## src/rtl/ysyx_22050243_gpr_wb_arb.sv

```systemverilog
// ysyx_22050243_gpr_wb_arb
// Arbitrates the single GPR write port between EXU and LSU writeback.
// Each requester owns a 1-entry buffer; one buffer drains per cycle into a
// registered write stage that drives the GPR port. A combinational query port
// exposes in-flight values for decode forwarding/stall decisions.
//
// Build option:
//   GPR_WB_RR_EN  defined   -> round-robin tie break (last-granted pointer lp)
//                 undefined -> fixed priority, EXU wins every tie
module ysyx_22050243_gpr_wb_arb #(
    parameter int unsigned ADDR_WIDTH = 5,
    parameter int unsigned DATA_WIDTH = 32
) (
    input  logic                  clk,
    input  logic                  rst_n,
    input  logic                  exu_valid,
    output logic                  exu_ready,
    input  logic [ADDR_WIDTH-1:0] exu_addr,
    input  logic [DATA_WIDTH-1:0] exu_data,
    input  logic                  lsu_valid,
    output logic                  lsu_ready,
    input  logic [ADDR_WIDTH-1:0] lsu_addr,
    input  logic [DATA_WIDTH-1:0] lsu_data,
    output logic                  gpr_w_en,
    output logic [ADDR_WIDTH-1:0] gpr_w_addr,
    output logic [DATA_WIDTH-1:0] gpr_w_data,
    input  logic [ADDR_WIDTH-1:0] q_addr,
    output logic                  q_hit,
    output logic [DATA_WIDTH-1:0] q_data
);

    // One pending writeback: valid flag plus destination and value
    typedef struct packed {
        logic                  v;
        logic [ADDR_WIDTH-1:0] addr;
        logic [DATA_WIDTH-1:0] data;
    } wb_buf_t;

    wb_buf_t b0_q;
    wb_buf_t b1_q;

    logic                  tie_to_exu_c;
    logic                  grant0_c;
    logic                  grant1_c;
    logic                  grant_any_c;
    logic [ADDR_WIDTH-1:0] g_addr_c;
    logic [DATA_WIDTH-1:0] g_data_c;
    logic                  exu_fire_c;
    logic                  lsu_fire_c;

`ifdef GPR_WB_RR_EN
    // Last-granted index: 0 = EXU, 1 = LSU
    logic lp_q;

    // A tie goes to the buffer that was not granted last
    always_comb begin
        tie_to_exu_c = 1'b0;
        tie_to_exu_c = lp_q;
    end
`else
    // Fixed priority: EXU wins every tie
    always_comb begin
        tie_to_exu_c = 1'b1;
    end
`endif

    // Grant at most one valid buffer per cycle and mux its payload
    always_comb begin
        grant0_c = 1'b0;
        grant1_c = 1'b0;
        if (b0_q.v && b1_q.v) begin
            grant0_c = tie_to_exu_c;
            grant1_c = ~tie_to_exu_c;
        end else begin
            grant0_c = b0_q.v;
            grant1_c = b1_q.v;
        end
        grant_any_c = grant0_c | grant1_c;
        g_addr_c    = grant1_c ? b1_q.addr : b0_q.addr;
        g_data_c    = grant1_c ? b1_q.data : b0_q.data;
    end

    // A buffer can take a new entry when empty or draining this edge; held low in reset
    assign exu_ready  = rst_n & (~b0_q.v | grant0_c);
    assign lsu_ready  = rst_n & (~b1_q.v | grant1_c);
    assign exu_fire_c = exu_valid & exu_ready;
    assign lsu_fire_c = lsu_valid & lsu_ready;

    // EXU input buffer: capture on handshake, otherwise clear when granted
    always_ff @(posedge clk or negedge rst_n) begin
        if (!rst_n) begin
            b0_q <= '0;
        end else if (exu_fire_c) begin
            b0_q <= {1'b1, exu_addr, exu_data};
        end else if (grant0_c) begin
            b0_q.v <= 1'b0;
        end
    end

    // LSU input buffer: capture on handshake, otherwise clear when granted
    always_ff @(posedge clk or negedge rst_n) begin
        if (!rst_n) begin
            b1_q <= '0;
        end else if (lsu_fire_c) begin
            b1_q <= {1'b1, lsu_addr, lsu_data};
        end else if (grant1_c) begin
            b1_q.v <= 1'b0;
        end
    end

    // Write stage: x0 grants consume the slot but never enable the write
    always_ff @(posedge clk or negedge rst_n) begin
        if (!rst_n) begin
            gpr_w_en   <= 1'b0;
            gpr_w_addr <= '0;
            gpr_w_data <= '0;
        end else begin
            gpr_w_en <= grant_any_c && (g_addr_c != '0);
            if (grant_any_c) begin
                gpr_w_addr <= g_addr_c;
                gpr_w_data <= g_data_c;
            end
        end
    end

`ifdef GPR_WB_RR_EN
    // Remember which buffer was granted; reset points at LSU so EXU wins the first tie
    always_ff @(posedge clk or negedge rst_n) begin
        if (!rst_n) begin
            lp_q <= 1'b1;
        end else if (grant_any_c) begin
            lp_q <= grant1_c;
        end
    end
`endif

    // In-flight lookup: buffers are newer than the write stage, so they win
    always_comb begin
        q_hit  = 1'b0;
        q_data = '0;
        if (q_addr != '0) begin
            if (b0_q.v && (b0_q.addr == q_addr)) begin
                q_hit  = 1'b1;
                q_data = b0_q.data;
            end else if (b1_q.v && (b1_q.addr == q_addr)) begin
                q_hit  = 1'b1;
                q_data = b1_q.data;
            end else if (gpr_w_en && (gpr_w_addr == q_addr)) begin
                q_hit  = 1'b1;
                q_data = gpr_w_data;
            end
        end
    end

endmodule

```

## config.mk

```make
export PLATFORM = sky130hd
export DESIGN_NAME = ysyx_22050243_gpr_wb_arb
export DESIGN_NICKNAME = d
export VERILOG_FILES = /design/src/rtl/ysyx_22050243_gpr_wb_arb.sv
export SDC_FILE = /design/constraint.sdc
export NUM_CORES = 1
export LEC_CHECK = 0
export BUFFER_PORTS_ARGS = -buffer_cell sky130_fd_sc_hd__clkbuf_2
export CORE_UTILIZATION = 38
export CTS_CLUSTER_DIAMETER = 200
export DETAILED_ROUTE_END_ITERATION = 8
export SLEW_MARGIN = 20
export SYNTH_ARGS = -nofsm -noshare
export SYNTH_HDL_FRONTEND = slang
export SYNTH_SLANG_ARGS = --single-unit
export TNS_END_PERCENT = 1
```

## constraint.sdc

```tcl
create_clock -name clk -period 1.7 [get_ports clk]
set_clock_uncertainty 0.05 [all_clocks]
set_input_delay 0.085 -clock clk [delete_from_list [all_inputs] [get_ports clk]]
set_output_delay 0.085 -clock clk [all_outputs]
set_load 0.005 [all_outputs]
```

## After elaboration in Yosys (flattened, before gate mapping)

Cells that the tools add are included.
Widths: inputs -> output; s select.

| word-level totals | value |
|---|---|
| output and inout bits | 73 |
| memory bits (writable) | 0 |
| bits in read-only memories | 0 |
| bits of input ports | 83 |
| logic and storage cells | 46 |
| bits in latches | 0 |
| flip-flop bits (word level) | 114 |
| memories | 0 |

| operators by class | value |
|---|---|
| mux-type cells | 16 |
| reductions and logical operators | 9 |
| magnitude comparators | 0 |
| eq/ne operators | 3 |
| multipliers | 0 |
| $add $sub $neg | 0 |
| bitwise logic cells | 9 |
| div/mod/pow operators | 0 |
| shift-type cells | 0 |

Operator list:

| kind | number |
|---|---|
| $mux 32 | 5 |
| $eq 5x5->1 | 3 |
| $mux 1 | 10 |
| $reduce_bool 5->1 | 2 |
| $logic_and 1x1->1 | 5 |
| $mux 5 | 1 |
| $and 1x1->1 | 4 |
| $reduce_bool 2->1 | 2 |
| $or 1x1->1 | 3 |
| $not 1->1 | 2 |

## Longest topological paths before layout

| depth | value |
|---|---|
| depth after elaboration | 6 |
| gate-level depth with buffers | 7 |

## Worst setup path before layout

OpenSTA, ideal clock, no wires.

| timing | value |
|---|---|
| kind | register -> output |
| start | reg b0_q[33] (netlist name) |
| end | out q_data[10] |
| data required time | 1.565 ns |
| stages on the path, launching flop included | 8 |
| path buffers | 2 |
| setup slack | 0.039 ns |
| data arrival time | 1.526 ns |
| cell sequence | dfrtp_1 xor2_1 nor4_1 and3_1 buf_2 buf_4 a221oi_2 nor2_1 |

| between the ends | value |
|---|---|
| longest elaborated chain between the ends | 4 |

Ends and longest elaborated chain:

| element | RTL line | text |
|---|---|---|
| start, declared | 39 | `wb_buf_t b0_q;` |
| start signal, assigned | 94 | `b0_q <= {1'b1, exu_addr, exu_data};` |
| $eq 5x5->1 | 142 | `if (b0_q.v && (b0_q.addr == q_addr)) begin` |
| $logic_and 1x1->1 | 142 |  |
| $mux 32 | 142 |  |
| $mux 32 | 141 | `if (q_addr != '0) begin` |
| end, declared | 29 | `output logic [DATA_WIDTH-1:0] q_data` |

Every way passes these cells.

## Worst setup path in the final report

| timing | value |
|---|---|
| start | reg gpr_w_addr[0] |
| end | out q_data[6] |

| between the ends | value |
|---|---|
| longest elaborated chain between the ends | 6 |

Ends and longest elaborated chain:

| element | RTL line | text |
|---|---|---|
| start, declared | 25 | `output logic [ADDR_WIDTH-1:0] gpr_w_addr,` |
| start signal, assigned | 120 | `gpr_w_addr <= g_addr_c;` |
| $eq 5x5->1 | 148 | `end else if (gpr_w_en && (gpr_w_addr == q_addr)) begin` |
| $logic_and 1x1->1 | 148 |  |
| $mux 32 | 148 |  |
| $mux 32 | 145 | `end else if (b1_q.v && (b1_q.addr == q_addr)) begin` |
| $mux 32 | 142 |  |
| $mux 32 | 141 |  |

Every way passes these cells.

==> reports/metrics.cfg <==
[power_and_ir_drop]
sw_frac_of_total_pct = 28.1
cellPowerDensity_mw_per_mm2 = 1010
switchingPower_mw = 2.37
combPwrFrac_pct = 20.1
seqPwrFrac_pct = 43.3
clkPwrFrac_pct = 36.6
power_leakage_nw = 3.86
p_int_mw = 6.08
ir_worst_vdd_uv = 719

[floorplan]
die_y_um = 124
initial_utilization_pct = 38.9
die-area_mm2 = 0.0154
ios = 156
fp-row-count = 44
die_w_um = 124
core_area_mm2 = 0.0145

[sta]
fin_crit_ns = 2.26
fin_crit_sh_pct = 133
hold_viol_final = 0
fmax_mhz = 443
rsz0062_at_grt = yes
slew_headroom_pct = 40.4
finalSetupTns_ns = -16.33
slew_viol_final = 0
hold_ws_ns = 0.105
worst_pin_slew_ns = 0.893
setup_viol = 33
setup_ws_ns = -0.555

[logic_synthesis]
ys_seq_elements = 114
synthesis.area_mm2 = 0.00566
synthArstFlopShare_pct = 100
ys_seq_area_share_pct = 50.4
syn_avg_cell_area_um2 = 12.0
ys.flop_type = dfrtp_1
netlist-cell-type-count = 28
synthCells = 473
synth_edf_count = 0
yosys_warnings = 0
synth_fp_nets = 556

[route]
drtPass1Iterations = 4
drt_wl_total_um = 16500
drt_iter0_drc = 350
via_count = 4732
drc = 0
viasPerCell = 5.09
wl_per_cell_um = 17.7
drtAntennaViolNets = 0

[grt]
grt_pass1_wl_um = 25400
grtUsageTotal_pct = 22.3
grt_overflow = 0
grt_pass1_vias = 4845
grt_start_max_net_pins = 70
antenna_found_initial = 0

[placed_design]
post-place-ws_ns = -0.225
dp.cells = 818
place.gp.congestion = 0.828
place_area_mm2 = 0.00691
io_buffers = 155
dpl.hpwl_um = 10500

[final_layout]
finalNetCount = 817
multi_input_area_mm2 = 0.00262
syn_to_final_growth_pct = 47.5
antenna_cells = 0
stdcell_area_mm2 = 0.00834
drive_above_1_share_pct = 47.2
fin_cells = 930
regArea_mm2 = 0.00286
fill_cells = 1252

[worst_setup_path]
cp_data_required_time_ns = 1.56
endpoint_kind = primary output
path_depth = 8
crit_slowest_cell = dfrtp_1
crit_chain = xnor2_2 -> nand4_1 -> a211oi_4 -> buf_6 -> buf_12 -> a221oi_2 -> nor2_1 -> clkbuf_2
cp_top_family = buffers and inverters
criticalPathCategory = reg2out
crit_buf_inv = 3
cp_max_fo = 7
crit_arrival_ns = 2.12
cp_slowest_stage_delay_ns = 0.41
ff2ff_path_depth = 5
startpoint_type = flop

[clocking]
clock_sinks = 114
cts_htree_levels = 4
cts_buffer_depth = 2
cts_root_buffer = clkbuf_16
numCtsBuffers = 17
path_clk_slew_ns = 0.05
tritoncts = built
clk_latency_ns = 0.41

[min_path]
hold_class = in2reg
whs_path_depth = 4

[status]
status = complete, but fails checks
violations = setup timing

[flow_run]
max-cap-violations = 0

cell usage after synthesis, drive strengths merged, types with 2 or more instances:
| cell | number | area, um2 |
|---|---|---|
| dfrtp | 114 | 2850 |
| nand2 | 43 | 161 |
| o21ai | 72 | 360 |
| and2 | 2 | 15.0 |
| mux2 | 74 | 833 |
| xor2 | 6 | 52.6 |
| a221oi | 32 | 468 |
| buf | 22 | 184 |
| xnor2 | 9 | 78.8 |
| mux2i | 37 | 370 |
| or4 | 2 | 15.0 |
| nor2 | 35 | 131 |
| clkbuf | 16 | 60.1 |
worst min-delay path, stage by stage:
cell and delay, ns:
clkbuf_2 0.09, nand2_2 0.08, buf_12 0.18, nand2_1 0.07
final timing paths:
check | start | slack (ns) | to
max in group asynchronous | rst_n | 0.53 | b1_q[37]
min | lsu_valid | 0.10 | b1_q[37]
max reg2reg | b1_q[37] | 0.12 | b1_q[0]
min reg2reg | b0_q[8] | 0.45 | gpr_w_data[8]
max | gpr_w_addr[0] | -0.56 | q_data[6]
min in group asynchronous | rst_n | 0.24 | b1_q[12]
final cells by class:
cell class / instances / share of cell area (%)
clock buffer: 24 / 5.65
clock inverter: 7 / 0.420
inverter: 1 / 0.0450
multi-input combinational: 320 / 31.4
sequential: 114 / 34.2
tap: 184 / 2.76
timing repair buffer: 280 / 25.5
layout by cell type, fill, tap and decap left out, types with 2 or more instances in the layout:
cell | Yosys | routed
clkbuf_2 | 0 | 154
dfrtp_1 | 114 | 112
dlygate4sd3_1 | 0 | 75
mux2_2 | 74 | 74
o21ai_0 | 72 | 52
nand2_1 | 43 | 41
mux2i_1 | 37 | 37
nor2_1 | 35 | 34
a221oi_2 | 30 | 32
buf_4 | 3 | 30
o21ai_1 | 0 | 18
clkbuf_16 | 0 | 17
buf_12 | 3 | 13
clkinv_2 | 0 | 7
xor2_1 | 6 | 6
xnor2_1 | 9 | 6
buf_6 | 4 | 6
clkbuf_1 | 16 | 5
xnor2_2 | 0 | 3
o21ai_2 | 0 | 2
or4_1 | 2 | 2
nand2_2 | 0 | 2
dfrtp_2 | 0 | 2
clkbuf_8 | 0 | 2
buf_16 | 0 | 2
power by group through the flow:
stage / combinational, mW / sequential (mW) / clock (mW)
6_report: 1.70 / 3.66 / 3.09
5_1_grt: 1.88 / 3.73 / 3.27
4_1_cts: 1.70 / 3.65 / 3.15
3_5_place_dp: 1.52 / 3.68 / 0
3_3_place_gp: 1.48 / 3.66 / 0
2_1_floorplan: 0.778 / 3.61 / 0
flip-flops by register name, summed over array words and instances, names as in the netlist:
name,cells
gpr_w_addr,5
b1_q,38
b0_q,38
gpr_w_data,32
gpr_w_en,1
layer usage:
| metal | GRT usage [%] | wire, um | up-vias |
|---|---|---|---|
| met5 | 0 | 0 | - |
| met1 | 29.1 | 7320 | 2330 |
| met3 | 5.40 | 986 | 12 |
| met2 | 36.7 | 8040 | 159 |
| met4 | 6.55 | 136 | 0 |
| li1 | - | - | 2231 |
kinds of logic (layout without fill, tap and decap cells):
family | Yosys count | after routing | share of synthesized area, %
and+or+nand+nor | 88 | 88 | 6.42
xor gates and xnor gates | 15 | 15 | 2.32
DFF | 114 | 114 | 50.4
muxes | 111 | 111 | 21.3
AOI/OAI and AO/OA | 106 | 106 | 15.2
buffers and inverters | 39 | 312 | 4.38
through the flow:
stage | utilization [%] | total power [mW]
after CTS | 57.2 | 8.50
after global routing | 57.4 | 8.88
after detailed placement | 47.5 | 5.20
after floorplan | - | 4.39
after global placement | 47.5 | 5.14
final | 57.4 | 8.46
repair_timing:
action / 4_1_cts / 5_1_grt
gates cloned: 2 / 0
resized for setup: 27 / 11
hold endpoints to repair: 188 / 0
endpoints found under the setup margin: 33 / 34
hold buffers: 75 / 0
pin swaps: 41 / 11
setup buffers: 4 / 0
Power figures use the tool's default switching activity.
